--- src/rtl/cache_data_mem_ctrl.sv ---
// Front-end for the single-port cache line memory: arbitrates DDR line fills against
// line reads and streams registered read data out through a small FIFO.
module cache_data_mem_ctrl #(
  parameter int LINE_BITS    = 384,
  parameter int ADDR_WDTH    = 7,
  parameter int OBUF_DEPTH   = 2,
  parameter int MAX_FILL_RUN = 4
) (
  input  logic                 clk,
  input  logic                 rst_n,
  input  logic                 fill_valid_in,
  input  logic [ADDR_WDTH-1:0] fill_addr_in,
  input  logic [LINE_BITS-1:0] fill_data_in,
  output logic                 fill_ready_out,
  input  logic                 rd_valid_in,
  input  logic [ADDR_WDTH-1:0] rd_addr_in,
  output logic                 rd_ready_out,
  output logic                 rd_data_valid_out,
  output logic [LINE_BITS-1:0] rd_data_out,
  input  logic                 rd_data_ready_in,
  output logic [ADDR_WDTH-1:0] mem_addr_out,
  output logic [LINE_BITS-1:0] mem_w_data_out,
  output logic                 mem_w_en_out,
  input  logic [LINE_BITS-1:0] mem_r_data_in
);

  localparam int CNT_W = $clog2(OBUF_DEPTH + 1);
  localparam int PTR_W = $clog2(OBUF_DEPTH);
  localparam int RUN_W = $clog2(MAX_FILL_RUN + 1);

  logic [CNT_W-1:0]     count_q, count_d;
  logic [PTR_W-1:0]     wr_ptr_q, wr_ptr_d;
  logic [PTR_W-1:0]     rd_ptr_q, rd_ptr_d;
  logic [RUN_W-1:0]     fill_run_q, fill_run_d;
  logic                 rd_inflight_q;
  logic [LINE_BITS-1:0] obuf_q [OBUF_DEPTH];

  logic             pop;
  logic             push;
  logic [CNT_W:0]   reserved;
  logic             rd_ok;
  logic             fill_pick;
  logic             grant_fill;
  logic             grant_rd;

  assign pop  = (count_q != '0) && rd_data_ready_in;
  assign push = rd_inflight_q;

  // Space is reserved at issue time so the registered read data always has a slot.
  assign reserved = {1'b0, count_q} + (CNT_W + 1)'(rd_inflight_q) - (CNT_W + 1)'(pop);
  assign rd_ok    = rd_valid_in && (reserved < (CNT_W + 1)'(OBUF_DEPTH));

  assign fill_pick  = fill_valid_in && !(rd_ok && (fill_run_q == RUN_W'(MAX_FILL_RUN)));
  assign grant_fill = rst_n && fill_pick;
  assign grant_rd   = rst_n && !fill_pick && rd_ok;

  assign fill_ready_out = grant_fill;
  assign rd_ready_out   = grant_rd;
  assign mem_w_en_out   = grant_fill;
  assign mem_w_data_out = grant_fill ? fill_data_in : '0;
  assign mem_addr_out   = grant_fill ? fill_addr_in :
                          grant_rd   ? rd_addr_in   : '0;

  assign rd_data_valid_out = (count_q != '0);
  assign rd_data_out       = obuf_q[rd_ptr_q];

  always_comb begin
    count_d    = count_q;
    wr_ptr_d   = wr_ptr_q;
    rd_ptr_d   = rd_ptr_q;
    fill_run_d = fill_run_q;
    if (push) wr_ptr_d = wr_ptr_q + PTR_W'(1);
    if (pop)  rd_ptr_d = rd_ptr_q + PTR_W'(1);
    if (push && !pop)      count_d = count_q + CNT_W'(1);
    else if (pop && !push) count_d = count_q - CNT_W'(1);
    // The starvation counter only measures fills that overtake a waiting read.
    if (!rd_valid_in || grant_rd)
      fill_run_d = '0;
    else if (grant_fill && (fill_run_q != RUN_W'(MAX_FILL_RUN)))
      fill_run_d = fill_run_q + RUN_W'(1);
  end

  always_ff @(posedge clk or negedge rst_n) begin
    if (!rst_n) begin
      count_q       <= '0;
      wr_ptr_q      <= '0;
      rd_ptr_q      <= '0;
      fill_run_q    <= '0;
      rd_inflight_q <= 1'b0;
    end else begin
      count_q       <= count_d;
      wr_ptr_q      <= wr_ptr_d;
      rd_ptr_q      <= rd_ptr_d;
      fill_run_q    <= fill_run_d;
      rd_inflight_q <= grant_rd;
    end
  end

  // Data storage carries no reset; validity is tracked by count_q alone.
  always_ff @(posedge clk) begin
    if (push) obuf_q[wr_ptr_q] <= mem_r_data_in;
  end

endmodule

--- config.mk ---
export PLATFORM = sky130hd
export DESIGN_NAME = cache_data_mem_ctrl
export DESIGN_NICKNAME = d
export VERILOG_FILES = /design/src/rtl/cache_data_mem_ctrl.sv
export SDC_FILE = /design/constraint.sdc
export NUM_CORES = 1
export LEC_CHECK = 0
export CAP_MARGIN = 15
export CORE_AREA = 2 2 612 614
export DETAILED_ROUTE_END_ITERATION = 10
export DIE_AREA = 0 0 614 616
export GPL_ROUTABILITY_DRIVEN = 0
export RECOVER_POWER = 50
export REMOVE_ABC_BUFFERS = 1
export SYNTH_ARGS = -nofsm -noshare
export SYNTH_HDL_FRONTEND = slang
export SYNTH_SLANG_ARGS = --single-unit
--- constraint.sdc ---
create_clock -name clk -period 46.9 [get_ports clk]
set_input_delay 14.07 -clock clk [delete_from_list [all_inputs] [get_ports clk]]
set_output_delay 14.07 -clock clk [all_outputs]
set_load 0.01 [all_outputs]
**After elaboration in Yosys (flattened, before gate mapping)**

Memory sizes are Yosys's and may differ from the RTL's.
Cells that the tools add are included.

- Bits in registers: 8
- Latch bits: 0
- RAM bits: 768
- Bits in read-only memories: 0
- Input bits: 787
- Word-level logic and storage cells: 44
- Memories kept: 1

- Add/sub/neg operators: 7
- Multipliers: 0
- Div/mod/pow operators: 0
- $lt $le $gt $ge: 1
- Equal/unequal tests: 2
- Shift operators: 0
- Muxes and demuxes: 9
- Bitwise logic cells: 0
- Reduce and logical (&&, ||, !) cells: 19

Memories:

| name | depth | width | read ports | clocked after memory_dff | write ports | RTL line | source |
|---|---|---|---|---|---|---|---|
| obuf_q | 2 | 384 | 1 | 0 | 1 | 36 | `logic [LINE_BITS-1:0] obuf_q [OBUF_DEPTH];` |

Operator list:

| operator | number |
|---|---|
| 384-bit 2-to-1 mux | 1 |
| 7-bit 2-to-1 mux | 2 |
| 1-bit logical AND | 10 |
| 3-bit 2-to-1 mux | 2 |
| 2-bit nonzero test | 3 |
| 1-bit logical NOT | 5 |
| 2-bit 2-to-1 mux | 2 |
| 2-bit by 1-bit adder with 3-bit output | 1 |
| 3-bit by 1-bit adder with 3-bit output, second input constant | 1 |
| 3-bit == test, second input constant | 1 |
| 3-bit by 2-bit less-than comparator with 1-bit output, second input constant | 1 |
| 3-bit inequality test, second input constant | 1 |
| 3-bit by 1-bit subtractor with 3-bit output | 1 |
| 1-bit adder, second input constant | 2 |
| 2-bit by 1-bit adder with 2-bit output, second input constant | 1 |
| 1-bit 2-to-1 mux | 2 |
| 2-bit by 1-bit subtractor with 2-bit output, second input constant | 1 |
| 1-bit logical OR | 1 |

**Longest topological paths before layout**

Gate-level depths: netlist of run 1.

- Word-level depth: 13
- Gate-level depth with buffers: 11
- Depth with buffers taken out: 8

**Worst setup path before layout of run 1**

No wires, ideal clock.

- Kind: input port to output port
- Start point: input rd_data_ready_in
- End point: output mem_w_data_out[100]
- Arrival time: 16.210 ns
- Data required time: 32.830 ns
- Setup slack: 16.620 ns
- Cell stages on the path: 10
- Cells stage by stage: nand2_1 > ha_1 > nand2b_1 > fa_1 > xor2_2 > o311a_1 > buf_4 > buf_6 > buf_6 > and2_1

- Word-level cells in the longest chain between the ends: 9

Ends and longest elaborated chain:

| item | RTL line | source |
|---|---|---|
| from (decl) | 20 | `input logic rd_data_ready_in,` |
| 1-bit logical AND | 46 | `assign pop = (count_q != '0) && rd_data_ready_in;` |
| 3-bit by 1-bit subtractor with 3-bit output | 50 | `assign reserved = {1'b0, count_q} + (CNT_W + 1)'(rd_inflight_q) - (CNT_W + 1)'(pop);` |
| 3-bit by 2-bit less-than comparator with 1-bit output | 51 | `assign rd_ok = rd_valid_in && (reserved < (CNT_W + 1)'(OBUF_DEPTH));` |
| 1-bit logical AND | 51 |  |
| 1-bit logical AND | 53 | `assign fill_pick = fill_valid_in && !(rd_ok && (fill_run_q == RUN_W'(MAX_FILL_RUN)));` |
| 1-bit logical NOT | 53 |  |
| 1-bit logical AND | 53 |  |
| 1-bit logical AND | 54 | `assign grant_fill = rst_n && fill_pick;` |
| 384-bit 2-to-1 mux | 60 | `assign mem_w_data_out = grant_fill ? fill_data_in : '0;` |
| to (decl) | 22 | `output logic [LINE_BITS-1:0] mem_w_data_out,` |

Every way passes these cells.

**Final worst setup path of run 1**

- Start point: input rd_data_ready_in
- End point: output mem_w_data_out[217]

The elaborated chain is that of the path after synthesis.

==> flow_metrics.tcl, run 1 <==
set metrics [dict create \
    critPathCapture "mem_w_data_out[217]" \
    drc_errors 0 \
    min_period_over_period 0.707 \
    drt_iter0_markers 2576 \
    ys_warn_count 0 \
    cts.sinks 776 \
    r2r_end "obuf_q[1][347]$_DFFE_PP_" \
    fp-row-count 224 \
    timing.setup.tns_ns 0 \
    multiInputGateArea_um2 7130 \
    hold_buffers 0 \
    synth_edf_count 768 \
    grt_pass1_vias 23200 \
    min_period_ns 33.17 \
    setup_viol 0 \
    antenna_left 0 \
    path_class "primary input to primary output" \
    arrival_ns 19.10 \
    die_area_um2 378000 \
    pwr-share-comb 0.354 \
    clk_latency_ns 0.86 \
    yosysUniqueCellTypes 32 \
    finalNetCount 4088 \
    seqCellArea_um2 23300 \
    port_buffers 1565 \
    cts_buffers 99 \
    netlist_area_um2 31100 \
    fmax_mhz 30.1 \
    postLayoutSetupSlackWorst_ns 13.73 \
    cts_tree "built" \
    ios 1566 \
    cts_root_buf "clkbuf_16" \
    synth_ff_type "edfxtp_1" \
    routedWlPerCell_um 34.7 \
    r2r_cells 4 \
    start_util 0.0837 \
    ctsResizeCount 0 \
    internal_power_w 0.00163 \
    rsz0062_at_grt "no" \
    clk_pin_slew_ns 0.06 \
    violations "max-capacitance violations, max-slew violations" \
    netlist.area_leader.share 0.742 \
    grt_usage 0.149 \
    synth.area.top_cells "edfxtp_1, mux2_2, and2_1" \
    crit_path_end_kind "primary output" \
    finalPower_w 0.00245 \
    htree_levels 3 \
    dpl.hpwl_mm 259 \
    final_area_um2 55900 \
    startpoint "rd_data_ready_in" \
    power_frac_seq 0.344 \
    drt_wl_total_mm 295 \
    syn_inst 1698 \
    area_growth_pct 79.8 \
    run_status "finished with violations" \
    p_leak_nw 17.4 \
    pwr_density_cell_nw_per_um2 43.8 \
    clkPwrFrac 0.302 \
    grt_first_pass_wirelength_mm 343 \
    r2r-start "push$_DFF_PN0_" \
    peakVddDrop_v 0.0000453 \
    dr_total_vias 24400 \
    yosysTopAreaCell "edfxtp_1" \
    placed_cell_area_um2 52500 \
    finalHoldViolCount 0 \
    hold_path.class "register to register" \
    firstDrtPassIters 7 \
    maxSlewViolCount 798 \
    cp_max_fo 138 \
    worst_slew_pin_slew_ns 6.90 \
    cp-start-kind "primary input" \
    drive_gt1_frac 0.161 \
    postCtsSetupBuffers 0 \
    die_w_um 614 \
    synth_seq_cells 776 \
    slew_headroom -3.60 \
    fillers 40900 \
    place_ws_ns 13.75 \
    antenna_found_initial 309 \
    crit_required_ns 32.83 \
    core_area_um2 371000 \
    cap_violations 16 \
    avgSynthCellArea_um2 18.3 \
    via_per_inst 2.87 \
    r2r_slack_ns 33.24 \
    ys_async_sr_fraction 0.0103 \
    switching_share 0.335 \
    p_sw_w 0.000821 \
    die_h_um 616 \
    grt-ovfl-total 0 \
    clock_path_buffers 4 \
    synth-seq-area-share 0.749 \
    fin_skew_ns 0.111 \
    grt_max_degree 139 \
]
==> sequential cells by signal, indices dropped and copies added (netlist names) <==
signal      cells
fill_run_q      3
count_q         2
wr_ptr_q        1
obuf_q        768
rd_ptr_q        1
push            1
==> how the worst min path moves through the flow <==
stage | end | startpoint | cells past startpoint | slack, ns
floorplan | wr_ptr_q$_DFFE_PN0P_ | wr_ptr_q$_DFFE_PN0P_ | 1 | 0.45
global placement | wr_ptr_q$_DFFE_PN0P_ | push$_DFF_PN0_ | 1 | 0.50
detailed placement | wr_ptr_q$_DFFE_PN0P_ | push$_DFF_PN0_ | 1 | 0.54
CTS | wr_ptr_q$_DFFE_PN0P_ | push$_DFF_PN0_ | 1 | 0.54
global route | wr_ptr_q$_DFFE_PN0P_ | wr_ptr_q$_DFFE_PN0P_ | 1 | 0.54
finish | wr_ptr_q$_DFFE_PN0P_ | wr_ptr_q$_DFFE_PN0P_ | 1 | 0.53
==> layout by cell type (no fill, tap or decap), drive strengths merged, types with 2 or more instances in the layout <==
master,synthesis,routed
a31oi,2,2
and2,386,386
buf,77,8
bufinv,0,5
clkbuf,13,124
clkdlybuf4s50,0,1365
clkinv,0,48
clkinvlp,0,6
dfrtp,8,8
diode,0,152
dlygate4sd3,0,200
edfxtp,768,768
ha,4,4
inv,5,14
mux2,384,384
nand2,18,18
nor2,4,4
o22ai,7,7
o31ai,2,2
xnor2,2,2
xor2,4,4
==> power by group through the flow <==
stage	Clock, W	Combinational [W]	Sequential [W]
2_1_floorplan	0	0.000340	0.000911
3_3_place_gp	0	0.000891	0.000850
3_5_place_dp	0	0.000891	0.000852
4_1_cts	0.000764	0.000898	0.000838
5_1_grt	0.000787	0.000910	0.000848
6_report	0.000740	0.000867	0.000843
==> cells in the mapped netlist, types with 2 or more instances <==
master	count
edfxtp_1	768
and2_1	386
mux2_2	384
buf_6	39
buf_2	36
nand2_1	18
clkbuf_1	13
dfrtp_1	8
o22ai_1	7
inv_1	5
ha_1	4
nor2_1	4
xor2_1	3
a31oi_1	2
buf_4	2
o31ai_1	2
xnor2_1	2
==> metal layers <==
layer,track usage,wire length (µm),up-vias
met5,0,425,-
met4,0.0618,13800,66
met3,0.0601,31200,601
met2,0.277,155000,1852
met1,0.145,94500,12100
li1,-,-,9719
==> stage by stage <==
| step | util | hold slack (ns) | std cells |
|---|---|---|---|
| 2_1_floorplan | - | 0.454 | 1608 |
| 3_3_place_gp | 0.141 | 0.502 | 8167 |
| 3_5_place_dp | 0.141 | 0.535 | 8167 |
| 4_1_cts | 0.150 | 0.539 | 8345 |
| 5_1_grt | 0.150 | 0.543 | 8467 |
| 6_report | 0.151 | 0.530 | 8497 |
==> layout make-up <==
| type | instances | area share |
|---|---|---|
| flip-flops and latches | 776 | 0.416 |
| repair buffers | 1587 | 0.283 |
| multi-input cells | 827 | 0.127 |
| well taps | 4972 | 0.111 |
| clock buffers | 110 | 0.0451 |
| clock inverters | 68 | 0.0102 |
| diodes | 152 | 0.00681 |
| inverters | 5 | 0.000336 |
==> cells by family (layout without fill, tap and decap cells) <==
family,count (synthesis),in the layout,synth area share
DFF,776,776,0.749
and+or+nand+nor,416,416,0.0820
muxes,384,384,0.139
buffers and inverters,95,1770,0.0226
AOI/OAI and AO/OA,16,16,0.00358
xor gates and xnor gates,6,6,0.00193
adders and majority gates,5,5,0.00225
other,0,152,0
==> critical path, cell delays in order <==
cell             delay, ns
clkdlybuf4s50_1       0.47
nand2_1               0.10
ha_1                  0.36
nand2b_1              0.18
fa_1                  0.44
xor2_2                0.28
o311a_4               0.57
buf_4                 0.64
buf_4                 0.82
and2_1                0.27
clkdlybuf4s50_1       0.55
Power figures use the tool's default switching activity.
==> run 2, diff against run 1 <==
- CORE_AREA: 2 2 612 614 -> 2 2 610 612
- DIE_AREA: 0 0 614 616 -> 0 0 612 614
- clock period: 46.9 -> 27.7 ns (I/O delays scaled with it)
==> run 2 against run 1 <==
Effect of this change:
- register-to-register slack got worse by 15 ns
- combinational power increased by 75%
- critical path type unchanged
- via count increased by 1.0%
- the flow still finishes with violations (max-capacitance violations, max-slew violations)
- clock skew increased by 0.019 ns
- routed wire length increased by 12%
- hold slack got worse by 0.040 ns
- highest routed layer unchanged
- clock-buffer cell count decreased by 1
==> flow_metrics.tcl, run 2 (synthesis gave the netlist of run 1 again) <==
set metrics [dict create \
    placed_cell_area_um2 52500 \
    fp-row-count 224 \
    ios 1566 \
    firstDrtPassIters 6 \
    crit_required_ns 19.39 \
    most-common-layout-cells "clkdlybuf4s50_1, edfxtp_1, and2_1" \
    drc_errors 0 \
    hold_buffers 0 \
    cp-start-kind "primary input" \
    cts_buffers 103 \
    postCtsSetupBuffers 0 \
    routedWlPerCell_um 39.3 \
    clock_path_buffers 4 \
    die_h_um 614 \
    top_register "obuf_q" \
    finalPower_w 0.00434 \
    fmax_mhz 46.5 \
    worst_slew_pin_slew_ns 8.76 \
    violations "max-capacitance violations, max-slew violations" \
    grt_first_pass_wirelength_mm 376 \
    min_period_over_period 0.777 \
    finalNetCount 4092 \
    dp_cells 8167 \
    drt_iter0_markers 2171 \
    arrival_ns 13.21 \
    grt-ovfl-total 0 \
    run_status "finished with violations" \
    slowest_delay_ns 0.76 \
    crit_path_end_kind "primary output" \
    drive_gt1_frac 0.166 \
    grt_usage 0.168 \
    pwr_density_cell_nw_per_um2 77.5 \
    hold_path.class "register to register" \
    htree_levels 3 \
    die_area_um2 376000 \
    path_class "primary input to primary output" \
    slew_headroom -4.84 \
    antenna_left 0 \
    clk_latency_ns 0.89 \
    final_common_cell "clkdlybuf4s50_1" \
    p_leak_nw 17.5 \
    cap_violations 13 \
    min_period_ns 21.52 \
    finalHoldViolCount 0 \
    grt_pass1_vias 23400 \
    port_buffers 1565 \
    cp_slowest_cell "buf_4" \
    antenna_found_initial 428 \
    clk_pin_slew_ns 0.06 \
    maxSlewViolCount 787 \
    fin_skew_ns 0.130 \
    via_per_inst 2.93 \
    cp_max_fo 143 \
    ctsResizeCount 0 \
    timing.setup.tns_ns 0 \
    stdcell_count 8420 \
    area_growth_pct 80.2 \
    largest_register_ffs 768 \
    cts_root_buf "clkbuf_16" \
    dpl.hpwl_mm 297 \
    postLayoutSetupSlackWorst_ns 6.18 \
    setup_viol 0 \
    start_util 0.0839 \
    peakVddDrop_v 0.0000724 \
    rsz0062_at_grt "no" \
    place_ws_ns 6.22 \
    drt_wl_total_mm 331 \
    grt_max_degree 144 \
    dr_total_vias 24600 \
    largestRegisters "obuf_q: 768 flops, fill_run_q: 3 flops, count_q: 2 flops" \
    cts.sinks 776 \
    die_w_um 612 \
    final_area_um2 56000 \
    cts_tree "built" \
    core_area_um2 370000 \
    crit_chain "clkdlybuf4s50_1, nand2_1, ha_1, nand2b_1, fa_1, xor2_2, o311a_4, buf_4, buf_12, buf_4, and2_1, clkdlybuf4s50_1" \
]
## run 2: metrics by stage
stage                     hold slack, ns   util
after floorplan                    0.454      -
after global placement             0.518  0.142
after detailed placement           0.530  0.142
after CTS                          0.538  0.151
after global routing               0.510  0.151
final                              0.490  0.151
## run 2: critical path, delay by kind of cell
| family | cells | cell delay [ns] |
|---|---|---|
| buf+inv | 5 | 2.72 |
| fa+ha+maj | 2 | 0.79 |
| simple gates | 3 | 0.54 |
| compound gates | 1 | 0.36 |
| xor+xnor | 1 | 0.29 |
## run 2: path summary, 6_finish.rpt
kind | from | end | slack (ns) | cells after the start
setup / recovery | rd_data_ready_in | mem_w_data_out[40] | 6.18 | 12
hold / removal | wr_ptr_q$_DFFE_PN0P_ | wr_ptr_q$_DFFE_PN0P_ | 0.49 | 1
setup reg to reg | push$_DFF_PN0_ | obuf_q[1][171]$_DFFE_PP_ | 17.79 | 2
hold reg to reg | wr_ptr_q$_DFFE_PN0P_ | wr_ptr_q$_DFFE_PN0P_ | 0.49 | 1
max in group asynchronous | rst_n | rd_ptr_q$_DFFE_PN0P_ | 18.89 | 1
min in group asynchronous | rst_n | fill_run_q[1]$_DFFE_PN0P_ | 8.02 | 1
## run 2: routing by layer
metal,share of wire,GRT usage,routed length [µm],up-vias
met3,0.12,0.0886,39800,926
met5,0.0023,0.00362,753,-
li1,-,-,-,9626
met1,0.28,0.137,91300,12000
met4,0.039,0.0545,13100,96
met2,0.56,0.336,186000,1996
## run 2: final cells by class
cell class | instances | area, µm²
Clock inverter | 77 | 802
Timing Repair Buffer | 1587 | 15800
Clock buffer | 109 | 2600
Fill cell | 40800 | 314000
Inverter | 5 | 18.8
Sequential cell | 776 | 23300
Multi-Input combinational cell | 827 | 7130
Antenna cell | 67 | 168
Tap cell | 4972 | 6220
## run 2: power breakdown
group / internal [W] / leakage [nW] / switching (W)
Combinational: 0.000653 / 8.86 / 0.000869
Sequential: 0.00140 / 7.02 / 0.0000334
Clock: 0.000804 / 1.66 / 0.000583
